`src/rtl/irrigation_pkg.sv`:
```
// Shared definitions for the irrigation tank plant model:
// sensor fault codes, tank states, level bundle and default constants.
package irrigation_pkg;

    typedef enum logic [1:0] {
        FAULT_NONE        = 2'b00,
        FAULT_LOW_STUCK0  = 2'b01,
        FAULT_HIGH_STUCK1 = 2'b10,
        FAULT_MID_STUCK0  = 2'b11
    } fault_sel_e;

    typedef enum logic [1:0] {
        TANK_RUN   = 2'b00,
        TANK_FULL  = 2'b01,
        TANK_EMPTY = 2'b10
    } tank_state_e;

    typedef struct packed {
        logic low;
        logic mid;
        logic high;
    } level_t;

    localparam int unsigned DEF_VOLUME_WIDTH   = 8;
    localparam int unsigned DEF_CAPACITY       = 200;
    localparam int unsigned DEF_LOW_THRESH     = 40;
    localparam int unsigned DEF_MID_THRESH     = 100;
    localparam int unsigned DEF_HIGH_THRESH    = 160;
    localparam int unsigned DEF_FILL_RATE      = 4;
    localparam int unsigned DEF_SPRINKLER_RATE = 3;
    localparam int unsigned DEF_DRIPPER_RATE   = 1;
    localparam int unsigned DEF_TICK_DIV       = 50000;
    localparam int unsigned DEF_INIT_VOLUME    = 0;

    function automatic level_t apply_fault(input level_t raw, input logic [1:0] sel);
        level_t lvl;
        lvl = raw;
        case (fault_sel_e'(sel))
            FAULT_LOW_STUCK0:  lvl.low  = 1'b0;
            FAULT_HIGH_STUCK1: lvl.high = 1'b1;
            FAULT_MID_STUCK0:  lvl.mid  = 1'b0;
            default:           lvl      = raw;
        endcase
        return lvl;
    endfunction

endpackage

```
`src/rtl/tank_tick_generator.sv`:
```
// Update-tick prescaler: counts enabled cycles and pulses once every TICK_DIV of them.
module tank_tick_generator
    import irrigation_pkg::*;
#(
    parameter int unsigned TICK_DIV = DEF_TICK_DIV
) (
    input  logic i_clock,
    input  logic i_reset_n,
    input  logic i_enable,
    output logic o_tick
);

    localparam int unsigned CNT_W = $clog2(TICK_DIV);
    localparam logic [CNT_W-1:0] LAST = CNT_W'(TICK_DIV - 1);

    logic [CNT_W-1:0] r_count;
    logic             w_last;

    assign w_last = (r_count == LAST);

    always_ff @(posedge i_clock or negedge i_reset_n) begin
        if (!i_reset_n) begin
            r_count <= '0;
        end else if (i_enable) begin
            r_count <= w_last ? '0 : r_count + 1'b1;
        end
    end

    assign o_tick = i_enable & w_last;

endmodule

```
`config.mk`:
```
export PLATFORM = sky130hd
export DESIGN_NAME = tank_tick_generator
export DESIGN_NICKNAME = d
export VERILOG_FILES = /design/src/rtl/irrigation_pkg.sv /design/src/rtl/tank_tick_generator.sv
export SDC_FILE = /design/constraint.sdc
export NUM_CORES = 1
export LEC_CHECK = 0
export ABC_AREA = 1
export CAP_MARGIN = 20
export CORE_UTILIZATION = 39
export CTS_CLUSTER_SIZE = 8
export DETAILED_ROUTE_END_ITERATION = 16
export GPL_TIMING_DRIVEN = 0
export HOLD_SLACK_MARGIN = 0.06
export MAX_ROUTING_LAYER = met4
export PLACE_DENSITY_LB_ADDON = 0.15
export REMOVE_ABC_BUFFERS = 1
export SYNTH_ARGS = -nofsm -noshare
export SYNTH_HDL_FRONTEND = slang
export SYNTH_SLANG_ARGS = --single-unit
export TNS_END_PERCENT = 20
```
`constraint.sdc`:
```
create_clock -name i_clock -period 1.9 [get_ports i_clock]
set_input_delay 0.475 -clock i_clock [delete_from_list [all_inputs] [get_ports i_clock]]
set_output_delay 0.475 -clock i_clock [all_outputs]
set_load 0.05 [all_outputs]
```
==> flow_summary.yaml <==
final_layout:
  n_antenna_cell: 0
  final_cells: 175
  seq_area_um2: 400
  multi_input_area_um2: 509
  fin_area_um2: 1160
  fin_nets: 152
  drive_gt1_share_pct: 21.8
  largest_reg_flops: 16
  reg_top3: "r_count: 16 flops"
  syn_to_final_growth_pct: 20.3
  fillers: 224
  regMostFlops: "r_count"
  utilization_pct: 50.9
grt:
  antenna_found_initial: 0
  grt_pass1_vias: 845
  grt_usage_pct: 19.2
  grt_pass1_wl_um: 3620
  grt_overflow: 0
  grt_max_degree: 17
power_and_ir_drop:
  p_clk_share_pct: 23.3
  powerDensity_nw_per_um2: 871
  combPwrFrac_pct: 28.2
  p_total_w: 0.00101
  p_sw_w: 0.000360
  vdd_drop_max_mv: 0.593
  p_seq_share_pct: 48.5
  p_leak_nw: 0.634
  netSwitchingFraction_pct: 35.7
  p_int_w: 0.000648
synth:
  synth_cell_types: 21
  synth_area_um2: 962
  ys_top_cells_by_area: "dfrtp_1 42%, nand2_1 14%, inv_1 8.6%"
  ys_ff_latch: 16
  yosysTopAreaCellShare_pct: 41.6
  synth_seq_area_share_pct: 41.6
  yosys.area.top_type: "dfrtp_1"
  syn-instance-count: 134
  yosys_warnings: 0
  syn_avg_cell_area_um2: 7.18
min_path:
  hold_depth: 1
  hold_class: "flip-flop to flip-flop"
  min-delay-start: "r_count[13]$_DFFE_PN0P_"
  min_to: "r_count[13]$_DFFE_PN0P_"
timing:
  tightestPinTransition_ns: 0.690
  fmax_mhz: 523
  final-setup-viol-count: 1
  finClkSkew_ns: 0.0133
  post-route-period-util_pct: 101
  timing.final.ws_setup_ns: -0.0128
  rsz0062_at_grt: "true"
  hold_viol_final: 0
  report.final.slew_viol_count: 0
  slew_headroom_pct: 53.9
  fin_crit_ns: 1.91
placed_design:
  placed_area_um2: 1020
  dp.cells: 164
  hpwl_um: 1340
  post-place-ws_ns: -0.839
  io_buffers: 3
  place.gp.congestion: 0.848
floorplanning:
  die_area_um2: 2670
  row_count: 17
  die_w_um: 51.7
  core_area_um2: 2280
  io_pins: 4
  die_h_um: 51.7
  start_util_pct: 42.3
critical_path:
  path_class: "flip-flop to output pin"
  cp_data_arrival_time_ns: 1.44
  crit_path_end_kind: "output pin"
  cp_max_fo: 3
  startpoint_type: "flip-flop"
  r2r_slack_ns: 0.46
  critical_path_required_ns: 1.42
  rr_startpoint: "r_count[1]$_DFFE_PN0P_"
  reg2reg_to: "r_count[8]$_DFFE_PN0P_"
  timing.critical_path.from: "r_count[1]$_DFFE_PN0P_"
  rr_worst_depth: 7
clock_tree:
  cts_tree: "yes"
  clockRootBuffer: "clkbuf_4"
  cts_htree_levels: 1
  hold_buffers: 0
  numCtsBuffers: 3
  cts.sinks: 16
  clock_path_buffers: 2
  insertion_delay_ns: 0.30
  clk_pin_slew_worst_paths_ns: 0.11
detailed_routing:
  drt-initial-drc-count: 12
  drt_wl_total_um: 1990
  ant_nets: 0
  via_count: 811
  vias_per_cell: 4.63
  wl_per_cell_um: 11.3
  first_pass_iters: 4
  drc: 0
status:
  violations: "setup timing"
  status: "complete, but fails checks"
run:
  drv_cap: 0
layer usage:
metal | track usage (%) | vias to the layer above | wire length [um]
li1 | - | 425 | -
met1 | 24.0 | 370 | 962
met2 | 30.5 | 12 | 922
met3 | 3.51 | 4 | 71
met4 | 8.11 | 0 | 30
met5 | - | - | 0
cells in the final DEF (no fill, tap or decap):
master	n
nand3_4	2
nor2_2	6
a21oi_1	1
dfrtp_1	16
buf_4	7
nand3_2	1
inv_2	3
or2_1	1
nor2_1	19
inv_1	21
xnor2_1	1
clkbuf_4	3
clkdlybuf4s50_1	1
nor2_4	2
buf_8	1
nand3_1	8
nand2_2	3
nor3_4	1
or2_2	1
nand2_1	36
dlygate4sd2_1	1
clkbuf_8	1
o21ai_0	2
xor2_1	5
nor3_1	1
o21ai_1	1
o31ai_1	1
ha_4	1
stage by stage:
| stage | setup TNS (ns) | hold WS, ns |
|---|---|---|
| finish | -0.0128 | 0.543 |
| global route | -0.0911 | 0.571 |
| CTS | -0.0163 | 0.538 |
| detailed placement | -0.851 | 0.522 |
| global placement | -0.846 | 0.513 |
| floorplan | 0 | 0.179 |
repair_timing:
action                     CTS  global route
pin swaps                    2             1
gates resized for setup     16             2
buffers inserted             6             1
setup endpoints to repair    1             1
power groups by stage:
| stage | clock (W) | sequential, W | combinational, W |
|---|---|---|---|
| 6_report | 0.000235 | 0.000489 | 0.000284 |
| 5_1_grt | 0.000256 | 0.000498 | 0.000329 |
| 4_1_cts | 0.000243 | 0.000489 | 0.000262 |
| 3_5_place_dp | 0 | 0.000485 | 0.000224 |
| 3_3_place_gp | 0 | 0.000482 | 0.000218 |
| 2_1_floorplan | 0 | 0.000468 | 0.000182 |
how the worst max path moves through the flow:
stage / endpoint / slack (ns) / cells after the start
CTS: o_tick / -0.02 / 6
global placement: o_tick / -0.84 / 4
finish: o_tick / -0.01 / 6
detailed placement: o_tick / -0.84 / 4
global route: o_tick / -0.09 / 6
floorplan: o_tick / 0.13 / 5
cells by family after synthesis:
kind of cell | Yosys count | synth area share, %
simple gates | 81 | 38.6
buf+inv | 25 | 10.1
flops | 16 | 41.6
xor+xnor | 6 | 5.46
compound gates | 5 | 2.86
fa+ha+maj | 1 | 1.30
worst max-delay path: stages, from the launching register on:
cell and delay, ns:
dfrtp_1 0.43, ha_4 0.18, nand3_4 0.09, nor2_4 0.13, nand3_4 0.10, inv_2 0.08
buf_8 0.14
area by class of cell:
class,instances,area share (%)
flip-flops and latches,16,34.6
repair buffers,10,7.46
inverters,24,7.78
well taps,28,3.03
multi-input cells,93,44.0
clock buffers,4,3.14
Yosys cell counts:
master   count
a21oi_1      1
buf_4        1
dfrtp_1     16
ha_1         1
inv_1       22
inv_2        2
nand2_1     36
nand2_2      3
nand3_1      9
nand3_2      2
nor2_1      20
nor2_2       7
nor3_1       1
nor3_4       1
o21ai_0      2
o21ai_1      1
o31ai_1      1
or2_1        1
or2_2        1
xnor2_1      1
xor2_1       5
No activity file was read; power rests on OpenSTA's default activity.
==> edit: new RTL, config.mk and constraints unchanged <==
Set the package constant `DEF_TICK_DIV` to 25000 (it was 50000).
--- a/src/rtl/irrigation_pkg.sv
+++ b/src/rtl/irrigation_pkg.sv
@@ -30,5 +30,5 @@
     localparam int unsigned DEF_SPRINKLER_RATE = 3;
     localparam int unsigned DEF_DRIPPER_RATE   = 1;
-    localparam int unsigned DEF_TICK_DIV       = 50000;
+    localparam int unsigned DEF_TICK_DIV       = 25000;
     localparam int unsigned DEF_INIT_VOLUME    = 0;
 
Function: same outputs for any inputs over 10 cycles, from zero or initial values and one cycle with i_reset_n low; that may be too few to reach the edited logic, so the function may still have changed.
==> edit against the original RTL <==
  * Via count rose by 5.4%
  * Area after synthesis fell by 5.5%
  * Routed wire length rose by 6.3%
  * Register-to-register slack improved by 0.04 ns
  * Sequential cell count fell by 1
  * Worst setup slack improved by 0.039 ns
  * Die area fell by 5.3%
  * Largest power group unchanged
  * Fmax rose by 2.1%
  * Sequential power rose by 9.0%
  * Cell area fell by 1.3%
  * Power rose by 24%
==> edit: results (changes against the original RTL) <==
| Metric | Value |
|---|---|
| 1st-iter DRT viols | `10 (-2)` |
| Worst R2R Start | `r_count[0]$_DFFE_PN0P_` |
| Layout Nets | `159 (+4.6%)` |
| Lkg Pwr | `0.616 nW (-2.8%)` |
| Maximum VDD drop | `0.510 mV (-14%)` |
| DP Area | `970 um2 (-4.9%)` |
| Gr usage total | `19.5% (+0.26 points)` |
| Met2 GRT Util | `28.2% (-2.3 points)` |
| Slew HR | `53.1% (-0.82 points)` |
| GP Congestion | `0.911 (+7.3%)` |
| Most frequent cells after synthesis | `34 x nand2_1, 27 x nor2_1, 19 x inv_1, 15 x dfrtp_1, 15 x nand3_1` |
| Hold Crit Depth | `2 (+1)` |
| Status | `finished clean` |
| Proportion of layout cells with a drive suffix above 1 | `24.7% (+2.9 points)` |
| Synth Area in XOR/XNOR | `4.81% (-0.65 points)` |
| Min-Delay Startpoint | `r_count[14]$_DFFE_PN0P_` |
| Seq/Total Area, Yosys | `41.3% (-0.35 points)` |
| Synth Area in Compound Gates | `2.20% (-0.66 points)` |
| End of the worst hold path | `r_count[14]$_DFFE_PN0P_` |
| First-pass GRT wire length | `3450 um (-4.6%)` |
| M3 GR Usage | `3.64% (+0.13 points)` |
| Via count | `855 (+5.4%)` |
| Worst path max stage delay | `0.45 ns (+0.02 ns)` |
| Synth Area in Adders | `1.38% (+0.075 points)` |
| DP Worst Slack | `-0.884 ns (-0.0450 ns)` |
| Max reg flops | `15 (-1)` |
| Post-synth cell types | `18 (-14%)` |
| Setup slack, reg-to-reg | `0.50 ns (+0.04 ns)` |
| Biggest regs | `r_count: 15 flops` |
| Filler cells | `235 (+4.9%)` |
| DRT Wirelength | `2110 um (+6.3%)` |
| HPWL Detailed | `1460 um (+8.5%)` |
| Crit path max fanout | `5 (+2)` |
| Grt met1 use | `25.2% (+1.2 points)` |
| Detailed Routing Iterations Pass 1 | `5 (+1)` |
| Worst-path clk slew | `0.09 ns (-0.02 ns)` |
| Vias in the first global route | `772 (-8.6%)` |
| Crit-path slowest cell | `dfrtp_2` |
| FF-to-FF End | `r_count[14]$_DFFE_PN0P_` |
[edit: changes by cell type in the layout (fill, tap and decap cells not counted), sizes merged, moves of 3 or more]
cell   change
buf        +8
inv        -3
nand3      +4
nor2       +3
[edit: timing repair]
action	CTS	global route
pin swaps	1	8
endpoints found under the setup margin	1	1
buffers inserted	7	8
resized for setup	13	7
cloned	0	0
[edit: cell type report]
type,instances,share of cell area [%]
Clock buffer,4,2.30
Multi-Input combinational cell,96,41.8
Timing Repair Buffer,18,12.8
Inverter,21,6.90
Sequential cell,15,33.1
Tap cell,28,3.07
[edit: power by group]
group / switching, mW / leakage (nW) / internal [mW] / total [mW]
logic: 0.285 / 0.426 / 0.242 / 0.527
clock network: 0.106 / 0.0150 / 0.0816 / 0.188
registers: 0.119 / 0.175 / 0.415 / 0.533
[edit: worst max path at each step]
stage / start / endpoint / slack, ns / depth (start not counted)
after global placement: i_enable / o_tick / -0.92 / 4
after CTS: r_count[8]$_DFFE_PN0P_ / o_tick / 0.006 / 7
after global routing: r_count[6]$_DFFE_PN0P_ / o_tick / -0.07 / 6
after floorplan: r_count[0]$_DFFE_PN0P_ / o_tick / 0.10 / 5
final: r_count[6]$_DFFE_PN0P_ / o_tick / 0.03 / 6
after detailed placement: i_enable / o_tick / -0.88 / 4
[edit: kinds of logic after synthesis]
family | after synthesis
DFF | 15
AOI/OAI and AO/OA | 4
adders and majority gates | 1
buffers and inverters | 22
xor gates and xnor gates | 5
and+or+nand+nor | 86
[edit: metrics by stage]
stage	hold WS (ns)	cells	utilization, %
final	0.589	182	51.6
after global routing	0.628	182	51.6
after CTS	0.596	174	48.4
after detailed placement	0.540	163	43.8
after global placement	0.514	163	43.8
after floorplan	0.179	132	-
[edit: worst reg2reg max path, delay by kind of cell, from the launching register on]
kind	cells	cell delay (ns)
adders and majority gates	1	0.15
buffers and inverters	1	0.12
DFF	1	0.41
and+or+nand+nor	7	0.59
[edit: routing by layer]
layer / vias to the layer above / wire [um]
li1: 447 / -
met5: - / 0
met4: 0 / 62
met1: 382 / 952
met2: 19 / 1000
met3: 7 / 95
